==> src/rtl/icache_pkg.sv <==
// Shared constants and types for the instruction-cache controller.
//
// Address layout (10-bit byte PC):
//   [9:7] tag   [6:4] index   [3:2] word offset   [1:0] ignored
package icache_pkg;

  localparam int unsigned ADDR_W      = 10;
  localparam int unsigned TAG_W       = 3;
  localparam int unsigned INDEX_W     = 3;
  localparam int unsigned OFFSET_W    = 2;
  localparam int unsigned NUM_LINES   = 8;
  localparam int unsigned BLOCK_BYTES = 16;
  localparam int unsigned WORD_W      = 32;
  localparam int unsigned STAT_W      = 16;

  typedef enum logic [1:0] {
    IDLE,
    MEM_READ,
    UPDATE
  } state_t;

endpackage

==> src/rtl/icache_line_array.sv <==
// Tag/valid/data storage for the direct-mapped instruction cache.
//
// Ports:
//   clock, reset      - clock; synchronous active-high reset clears all valid bits
//   rd_index          - line selected for the combinational read
//   rd_valid/rd_tag/rd_data - contents of the selected line
//   wr_en             - write the line at wr_index this cycle
//   wr_index/wr_tag/wr_data - line, tag and block to store (valid is set on write)
module icache_line_array #(
  parameter int unsigned NUM_LINES   = 8,
  parameter int unsigned BLOCK_BYTES = 16,
  parameter int unsigned TAG_W       = 3,
  parameter int unsigned INDEX_W     = 3
) (
  input  logic                       clock,
  input  logic                       reset,
  input  logic [INDEX_W-1:0]         rd_index,
  output logic                       rd_valid,
  output logic [TAG_W-1:0]           rd_tag,
  output logic [BLOCK_BYTES*8-1:0]   rd_data,
  input  logic                       wr_en,
  input  logic [INDEX_W-1:0]         wr_index,
  input  logic [TAG_W-1:0]           wr_tag,
  input  logic [BLOCK_BYTES*8-1:0]   wr_data
);

  logic [NUM_LINES-1:0]     valid_q;
  logic [TAG_W-1:0]         tag_q  [NUM_LINES];
  logic [BLOCK_BYTES*8-1:0] data_q [NUM_LINES];

  // Only the valid bits need reset; tag/data are qualified by valid.
  always_ff @(posedge clock) begin
    if (reset) begin
      valid_q <= '0;
    end else if (wr_en) begin
      valid_q[wr_index] <= 1'b1;
    end
  end

  always_ff @(posedge clock) begin
    if (wr_en) begin
      tag_q[wr_index]  <= wr_tag;
      data_q[wr_index] <= wr_data;
    end
  end

  assign rd_valid = valid_q[rd_index];
  assign rd_tag   = tag_q[rd_index];
  assign rd_data  = data_q[rd_index];

endmodule

==> src/rtl/icache_ctrl.sv <==
// Direct-mapped, read-only instruction cache controller.
//
// Hits return the instruction in the same cycle; a miss stalls the CPU
// (busywait) while one 16-byte block is fetched: IDLE -> MEM_READ -> UPDATE.
//
// Ports:
//   clock, reset     - clock; synchronous active-high reset
//   read, address    - CPU fetch request and byte PC
//   readinst         - fetched instruction (zero when not hitting)
//   busywait         - CPU stall
//   mem_read, mem_address, mem_readdata, mem_busywait - block-read interface
//   hit_count, miss_count - saturating statistics, present only when
//                           ICACHE_STATS_EN is defined
module icache_ctrl #(
  parameter int unsigned NUM_LINES   = 8,
  parameter int unsigned BLOCK_BYTES = 16
) (
  input  logic                     clock,
  input  logic                     reset,
  input  logic                     read,
  input  logic [9:0]               address,
  output logic [31:0]              readinst,
  output logic                     busywait,
  output logic                     mem_read,
  output logic [5:0]               mem_address,
  input  logic [BLOCK_BYTES*8-1:0] mem_readdata,
  input  logic                     mem_busywait
`ifdef ICACHE_STATS_EN
  ,
  output logic [15:0]              hit_count,
  output logic [15:0]              miss_count
`endif
);

  import icache_pkg::*;

  state_t state_q, state_d;

  logic [TAG_W-1:0]         req_tag;
  logic [INDEX_W-1:0]       req_index;
  logic [OFFSET_W-1:0]      req_offset;
  logic                     unused_byte_sel;

  logic [TAG_W-1:0]         fill_tag_q;
  logic [INDEX_W-1:0]       fill_index_q;
  logic [BLOCK_BYTES*8-1:0] fill_data_q;

  logic                     line_valid;
  logic [TAG_W-1:0]         line_tag;
  logic [BLOCK_BYTES*8-1:0] line_data;
  logic                     line_wr_en;

  logic                     hit;
  logic                     miss_start;

  assign req_tag         = address[9:7];
  assign req_index       = address[6:4];
  assign req_offset      = address[3:2];
  assign unused_byte_sel = ^address[1:0];

  icache_line_array #(
    .NUM_LINES   (NUM_LINES),
    .BLOCK_BYTES (BLOCK_BYTES),
    .TAG_W       (TAG_W),
    .INDEX_W     (INDEX_W)
  ) u_lines (
    .clock    (clock),
    .reset    (reset),
    .rd_index (req_index),
    .rd_valid (line_valid),
    .rd_tag   (line_tag),
    .rd_data  (line_data),
    .wr_en    (line_wr_en),
    .wr_index (fill_index_q),
    .wr_tag   (fill_tag_q),
    .wr_data  (fill_data_q)
  );

  assign hit = (state_q == IDLE) && read && line_valid && (line_tag == req_tag);

  always_comb begin
    readinst = '0;
    if (hit) begin
      readinst = line_data[{req_offset, 5'b0} +: WORD_W];
    end
  end

  assign busywait = !reset && ((state_q != IDLE) || (read && !hit));
  assign mem_read = (state_q == MEM_READ);
  assign mem_address = {fill_tag_q, fill_index_q};

  // Reset in UPDATE must not commit the block, so the write is gated here.
  assign line_wr_en = (state_q == UPDATE) && !reset;

  always_comb begin
    state_d    = state_q;
    miss_start = 1'b0;
    unique case (state_q)
      IDLE: begin
        if (read && !hit) begin
          state_d    = MEM_READ;
          miss_start = 1'b1;
        end
      end
      MEM_READ: begin
        if (!mem_busywait) begin
          state_d = UPDATE;
        end
      end
      UPDATE: begin
        state_d = IDLE;
      end
      default: begin
        state_d = IDLE;
      end
    endcase
  end

  always_ff @(posedge clock) begin
    if (reset) begin
      state_q      <= IDLE;
      fill_tag_q   <= '0;
      fill_index_q <= '0;
    end else begin
      state_q <= state_d;
      if (miss_start) begin
        fill_tag_q   <= req_tag;
        fill_index_q <= req_index;
      end
    end
  end

  always_ff @(posedge clock) begin
    if (state_q == MEM_READ && !mem_busywait) begin
      fill_data_q <= mem_readdata;
    end
  end

`ifdef ICACHE_STATS_EN
  always_ff @(posedge clock) begin
    if (reset) begin
      hit_count  <= '0;
      miss_count <= '0;
    end else begin
      if (hit && hit_count != '1) begin
        hit_count <= hit_count + 16'd1;
      end
      if (miss_start && miss_count != '1) begin
        miss_count <= miss_count + 16'd1;
      end
    end
  end
`endif

endmodule

==> config.mk <==
export PLATFORM = sky130hd
export DESIGN_NAME = icache_ctrl
export DESIGN_NICKNAME = d
export VERILOG_FILES = /design/src/rtl/icache_pkg.sv /design/src/rtl/icache_line_array.sv /design/src/rtl/icache_ctrl.sv
export SDC_FILE = /design/constraint.sdc
export NUM_CORES = 1
export LEC_CHECK = 0
export ABC_CLOCK_PERIOD_IN_PS = 22300
export BUFFER_PORTS_ARGS = -buffer_cell sky130_fd_sc_hd__buf_2
export CORE_MARGIN = 2
export CORE_UTILIZATION = 60
export CTS_CLUSTER_DIAMETER = 50
export CTS_CLUSTER_SIZE = 28
export DETAILED_ROUTE_END_ITERATION = 8
export PLACE_DENSITY_LB_ADDON = 0.15
export SYNTH_ARGS = -nofsm -noshare
export SYNTH_HDL_FRONTEND = slang
export SYNTH_HIERARCHICAL = 1
export SYNTH_SLANG_ARGS = --single-unit
==> constraint.sdc <==
create_clock -name clock -period 22.3 [get_ports clock]
set_input_delay 2.23 -clock clock [delete_from_list [all_inputs] [get_ports clock]]
set_output_delay 2.23 -clock clock [all_outputs]
set_load 0.005 [all_outputs]
# Word level (Yosys, flattened, before mapping)
# Memories as Yosys holds them, arrays and structs flattened.
# Index checks and enable logic that the tools add are counted.
classes:
  n_shift: 1
  mux: 12
  order_cmp: 3
  n_eq_ne: 5
  reduce_logical: 15
  n_bitwise: 1
ops:
  columns: ["op", "count"]
  rows:
  - ["$shiftx 128x8->32", 1]
  - ["$mux 32", 1]
  - ["$logic_and 1x1->1", 8]
  - ["$lt 3x4->1 const B", 2]
  - ["$or 8x8->8", 1]
  - ["$mux 1", 6]
  - ["$mux 2", 2]
  - ["$pmux 2 s2", 1]
  - ["$bmux 1 s3", 1]
  - ["$demux 1 s3", 1]
  - ["$eq 3x3->1", 1]
  - ["$ge 3x1->1 const B", 1]
  - ["$logic_not 1->1", 3]
  - ["$eq 2x1->1 const B", 1]
  - ["$eq 2x2->1 const B", 1]
  - ["$logic_not 2->1", 1]
  - ["$ne 2x1->1 const B", 1]
  - ["$ne 2x2->1 const B", 1]
  - ["$reduce_and 2->1", 1]
  - ["$reduce_bool 2->1", 1]
  - ["$logic_or 1x1->1", 1]
word_totals:
  ramBits: 1048
  output_inout_bits: 40
  wordCells: 44
  in_bits: 142
  mem_count: 2
  register_bits: 144
memory_table:
  columns: ["memory", "depth", "width", "read_ports", "rd_clocked_by_memory_dff", "write_ports", "line_no", "text"]
  rows:
  - ["u_lines.data_q", 8, 128, 1, 0, 1, "icache_line_array.sv:29", "logic [BLOCK_BYTES*8-1:0] data_q [NUM_LINES];"]
  - ["u_lines.tag_q", 8, 3, 1, 0, 1, "icache_line_array.sv:28", "logic [TAG_W-1:0] tag_q [NUM_LINES];"]

# Logic depth before layout (Yosys ltp)
logic_depth:
  depth_word: 8
  ltp_mapped: 9
  mapped_depth_nobuf: 5

# Cells and area by module
# Netlist, hierarchy kept.
modules_own_cells:
  columns: ["mod", "area_per_inst_um2", "seq_area_each_um2", "n_inst", "cells_per_inst"]
  rows:
  - ["icache_line_array", 40322.4, 31630.3, 1, 1560]
  - ["icache_ctrl", 5296.3, 4003.8, 1, 250]

# Worst setup path before layout
# Ideal clock, no wire load.
synth_timing:
  path_type: "input-to-reg"
  from: "input port reset"
  to: "memory u_lines/data_q[7][0] (netlist name), enable pin"
  path_slack_ns: 13.316
  path_buffers: 0
  arrival_time_ns: 8.361
  setup_ns: 0.622
  stages: 3
  path_cell_list: "nor3b_1 -> nand2_1 -> nor2_1"
synth_via:
  elab_chain_cells: 4
synth_rtl:
  columns: ["element", "line_no", "text"]
  rows:
  - ["from (decl)", "icache_ctrl.sv:19", "input logic reset,"]
  - ["$logic_not 1->1", "icache_ctrl.sv:93", "assign line_wr_en = (state_q == UPDATE) && !reset;"]
  - ["$logic_and 1x1->1", "icache_ctrl.sv:93", null]
  - ["$mux 1", "icache_line_array.sv:41", "if (wr_en) begin"]
  - ["$mux 1 (not written as such)", "icache_line_array.sv:43", "data_q[wr_index] <= wr_data;"]
  - ["to (decl)", "icache_line_array.sv:29", null]
# No other way between the ends.

# Worst setup path in the final report
layout_timing:
  from: "input port address[4]"
  to: "output port readinst[24]"
layout_via:
  elab_cells_between_ends: 9
  classes_between: "eq/ne (1); shift (1); mux (3); reduce/logical (2); memory (2)"
layout_lines:
  columns: ["element", "line_no", "text"]
  rows:
  - ["from (decl)", "icache_ctrl.sv:21", "input logic [9:0] address,"]
  - ["$mem_v2 8x3", null, null]
  - ["net line_tag[1]", "icache_ctrl.sv:49", "logic [TAG_W-1:0] line_tag;"]
  - ["$eq 3x3->1", "icache_ctrl.sv:79", "assign hit = (state_q == IDLE) && read && line_valid && (line_tag == req_tag);"]
  - ["$logic_and 1x1->1", "icache_ctrl.sv:79", null]
  - ["$mux 32", "icache_ctrl.sv:83", "if (hit) begin"]
  - ["to (decl)", "icache_ctrl.sv:22", "output logic [31:0] readinst,"]
# The timed path passes the listed nets, and every way through them passes these cells. The select of a mux whose other input is x is not followed.

==> run summary <==
Setup violations remaining at the end of the flow were counted as 0. The number of buffer and inverter stages on the critical path was 4. The tools report the largest voltage drop on the vdd net as 77.8 µV. The longest clock path from root to sink contains 3 buffers. The synthesis-to-layout area growth is 12.8%.

The share of the clock period used by the worst path was 0.387. The starting density of the core came out at 0.604. The logs give 5 for the first-pass iteration count of the detailed router and 0.203 for the normalized max-slew margin. The logs give 31 for the count of different cell masters after synthesis and 114 for the CTS buffer count. The highest fanout seen on the critical path was 68; the largest incremental delay on the critical path was 0.92 ns. Dividing the synthesized area by the synthesized cell count gives 25.2 µm². Prior to clock tree synthesis, the placed netlist has a worst setup slack of 13.59 ns. The library cell appearing most often on the critical path is buf_4. During placement, the flow inserted port buffers numbering 179. At the end of the flow, the number of nets in the layout was 2182. The region available for standard cell placement spans 0.0756 mm². STA classifies the critical path startpoint as an input pin. The logs give 0.696 for the weighted congestion reported at the end of routability-driven placement and 0 for the count of max-cap constraint violations. Part of the power in the clock network: 0.436. The analysis attributes to net switching a power of 1030 µW.

Data arrival time of the critical path: 6.40 ns. After routing, the total negative slack on setup checks comes to 0 ns. The die is 280 µm tall. The worst setup skew after layout came out at 0.0402 ns. Counting buffers and inverters, the worst setup path is 9 cells deep. The power per cell area came out at 90.9 mW/mm².

In the routed layout, each cell is associated on average with a via count of 6.32. The final layout contains routed wiring with a total length of 89.8 mm. The clock insertion delay at the later pin of the skew report came out at 0.70 ns. The worst path meets setup with 13.67 ns of slack. The library cells used most frequently in the layout, excluding fill and tap cells, are edfxtp_1, buf_2, mux4_2. The flow ran to the end, and the final reports show no timing, DRC or antenna violations. In this run the post-CTS setup repair buffer count came out at 0.

The tools report the number of nets produced by synthesis as 1952. Number of global-route vias before repair: 20900. The clock net sink count was 1192; the clock input transition at the sequential cells of the worst setup and hold paths was 0.07 ns.

The die covers 0.0783 mm². The number of filler instances in the final layout is 4546. Post-cts resize count: 0. Placed wire-length estimate after detailed placement: 42.6 mm. The post-synthesis sequential element count is 1192, and the residual DRC count is 0.

The global-route usage over all layers was 0.236. Depth of the most critical reg-to-reg path: 5. For this design the top-level I/O count stands at 182. The share of final-layout standard cells stronger than drive strength 1 was 0.339.

Synthesis produced 1810 cells. TritonCTS built the clock tree. The run gives 0 as the number of max-slew violations in the final report.

From left edge to right edge, the die measures 280 µm. The family of cells with the greatest summed delay on the critical path is buffers and inverters. The tools report the cell row count as 101. Setup repair after global routing left no endpoint under its margin.

The number of antenna violations at the first check in global routing is 2, and the static leakage is 0.0168 µW. CTS placed an instance of clkbuf_16 at the clock tree root. The netlist area before placement came out at 0.0456 mm².

The data required time of the worst path was 20.07 ns; the hold buffer count at CTS was 0. The maximum number of pins on one net before global-route repair is 166. The slew at the pin closest to its max-slew limit came out at 1.20 ns. The min-delay analysis places its worst path in the category flip-flop to flip-flop. Along the worst hold path, the cell count comes to 2. The total number of vias was 19700. Dividing the detail-routed wire length by the instance count gives 28.8 µm. The signal on the critical path passes through buf_8 -> buf_4 -> mux4_2 -> mux2_2 -> xnor2_2 -> nand4_1 -> buf_4 -> nor3b_1 -> buf_2.

The proportion of power drawn by combinational gates is 0.034, and the sequential cell area fraction in the yosys report is 0.781. The H-tree was split into 3 levels. The critical path is of the input pin to output pin type. STA classifies the critical path endpoint as an output pin. The run gives 3650 µW as the cell-internal power. The core utilization of the finished layout is 0.681, and the number of DRC markers in iteration 0 is 1740. The first global-routing pass estimated 134 mm of wire. The Yosys step of the flow raised 6 warnings.

The run gives 0.530 as the sequential power share. For the finished layout, the period the worst path requires is 8.63 ns. Based on the critical path, the design can be clocked at up to 116 MHz.

Antenna violation net count after detailed routing: 0. Summed over all layers, the global routing overflow is 0. The net switching fraction of the power was 0.220. The highest-delay cell along the critical path was buf_4. The run gives 0 as the count of endpoints failing hold in the final timing report. Leading cell type in the layout, fill and taps excluded: edfxtp_1.
-- cell usage after synthesis (all sizes together) --
cell,n,area [µm²]
and2,1,6.26
a21oi,7,35.0
nand4b,3,26.3
xnor2,3,48.8
nor3,1,5.00
nor3b,33,248
dfxtp,16,320
nand4,1,6.26
buf,60,548
nor2,3,11.3
nand2b,1,6.26
o21a,1,7.51
or3b,1,8.76
clkbuf,30,113
mux2,132,1490
a41oi,3,45.1
mux2i,6,60.1
edfxtp,1176,35300
nand2,14,52.6
inv,17,63.8
or4b,1,10.0
nand4bb,3,33.8
mux4,296,7150
o31a,1,8.76
-- worst reg2reg max path: stages (launching register included) --
cell and delay [ns]:
dfxtp_1 0.38, nor3b_1 0.79, nand4b_1 0.35, inv_6 0.70, buf_4 0.64, buf_4 0.67
-- power by group through the flow --
stage,registers (µW),logic (µW),clock network (µW)
floorplan,2520,118,0
global placement,2530,161,0
detailed placement,2530,162,0
CTS,2480,164,2080
global route,2480,171,2160
finish,2480,161,2040
-- cell type report --
| type | instances | area (µm²) | share of cell area |
|---|---|---|---|
| Tap cell | 978 | 1220 | 0.0238 |
| Sequential cell | 1192 | 35600 | 0.692 |
| Clock buffer | 118 | 2910 | 0.0565 |
| Timing Repair Buffer | 204 | 1150 | 0.0223 |
| Multi-Input combinational cell | 511 | 9280 | 0.180 |
| Clock inverter | 97 | 1180 | 0.0228 |
| Inverter | 17 | 98.8 | 0.00192 |
| Antenna cell | 2 | 5.00 | 0.0000972 |
-- layer usage --
layer,wire length [µm],GRT usage
met1,37200,0.322
met2,46200,0.400
met3,4050,0.0379
met4,2350,0.0681
met5,0,0
-- final timing paths --
kind / startpoint / endpoint / slack [ns]
max: address[4] / readinst[24] / 13.67
min: u_lines/valid_q[3]$_SDFFE_PP0P_ / u_lines/valid_q[3]$_SDFFE_PP0P_ / 0.45
max reg2reg: state_q[1]$_SDFFE_PP0P_ / u_lines/data_q[3][58]$_DFFE_PP_ / 18.34
min reg2reg: u_lines/valid_q[3]$_SDFFE_PP0P_ / u_lines/valid_q[3]$_SDFFE_PP0P_ / 0.45
-- flip-flops by register name, indices dropped and copies added, names as in the netlist --
name and flops:
u_lines/valid_q 8, fill_tag_q 3, u_lines/tag_q 24, state_q 2, fill_data_q 128, fill_index_q 3
u_lines/data_q 1024
-- kinds of logic after synthesis --
| group | after synthesis | synth area share |
|---|---|---|
| DFF | 1192 | 0.781 |
| buffers and inverters | 107 | 0.0159 |
| AOI/OAI and AO/OA | 12 | 0.00211 |
| muxes | 434 | 0.191 |
| and+or+nand+nor | 62 | 0.00908 |
| xor gates and xnor gates | 3 | 0.00107 |
-- through the flow --
step           hold slack, ns  instances  instance area [µm²]  power (µW)
2_1_floorplan           0.422       1810                45600        2640
3_3_place_gp            0.445       2902                47400        2690
3_5_place_dp            0.444       2902                47400        2690
4_1_cts                 0.455       3117                51500        4720
5_1_grt                 0.480       3118                51500        4810
6_report                0.454       3119                51500        4680
Power figures use the tool's default switching activity.
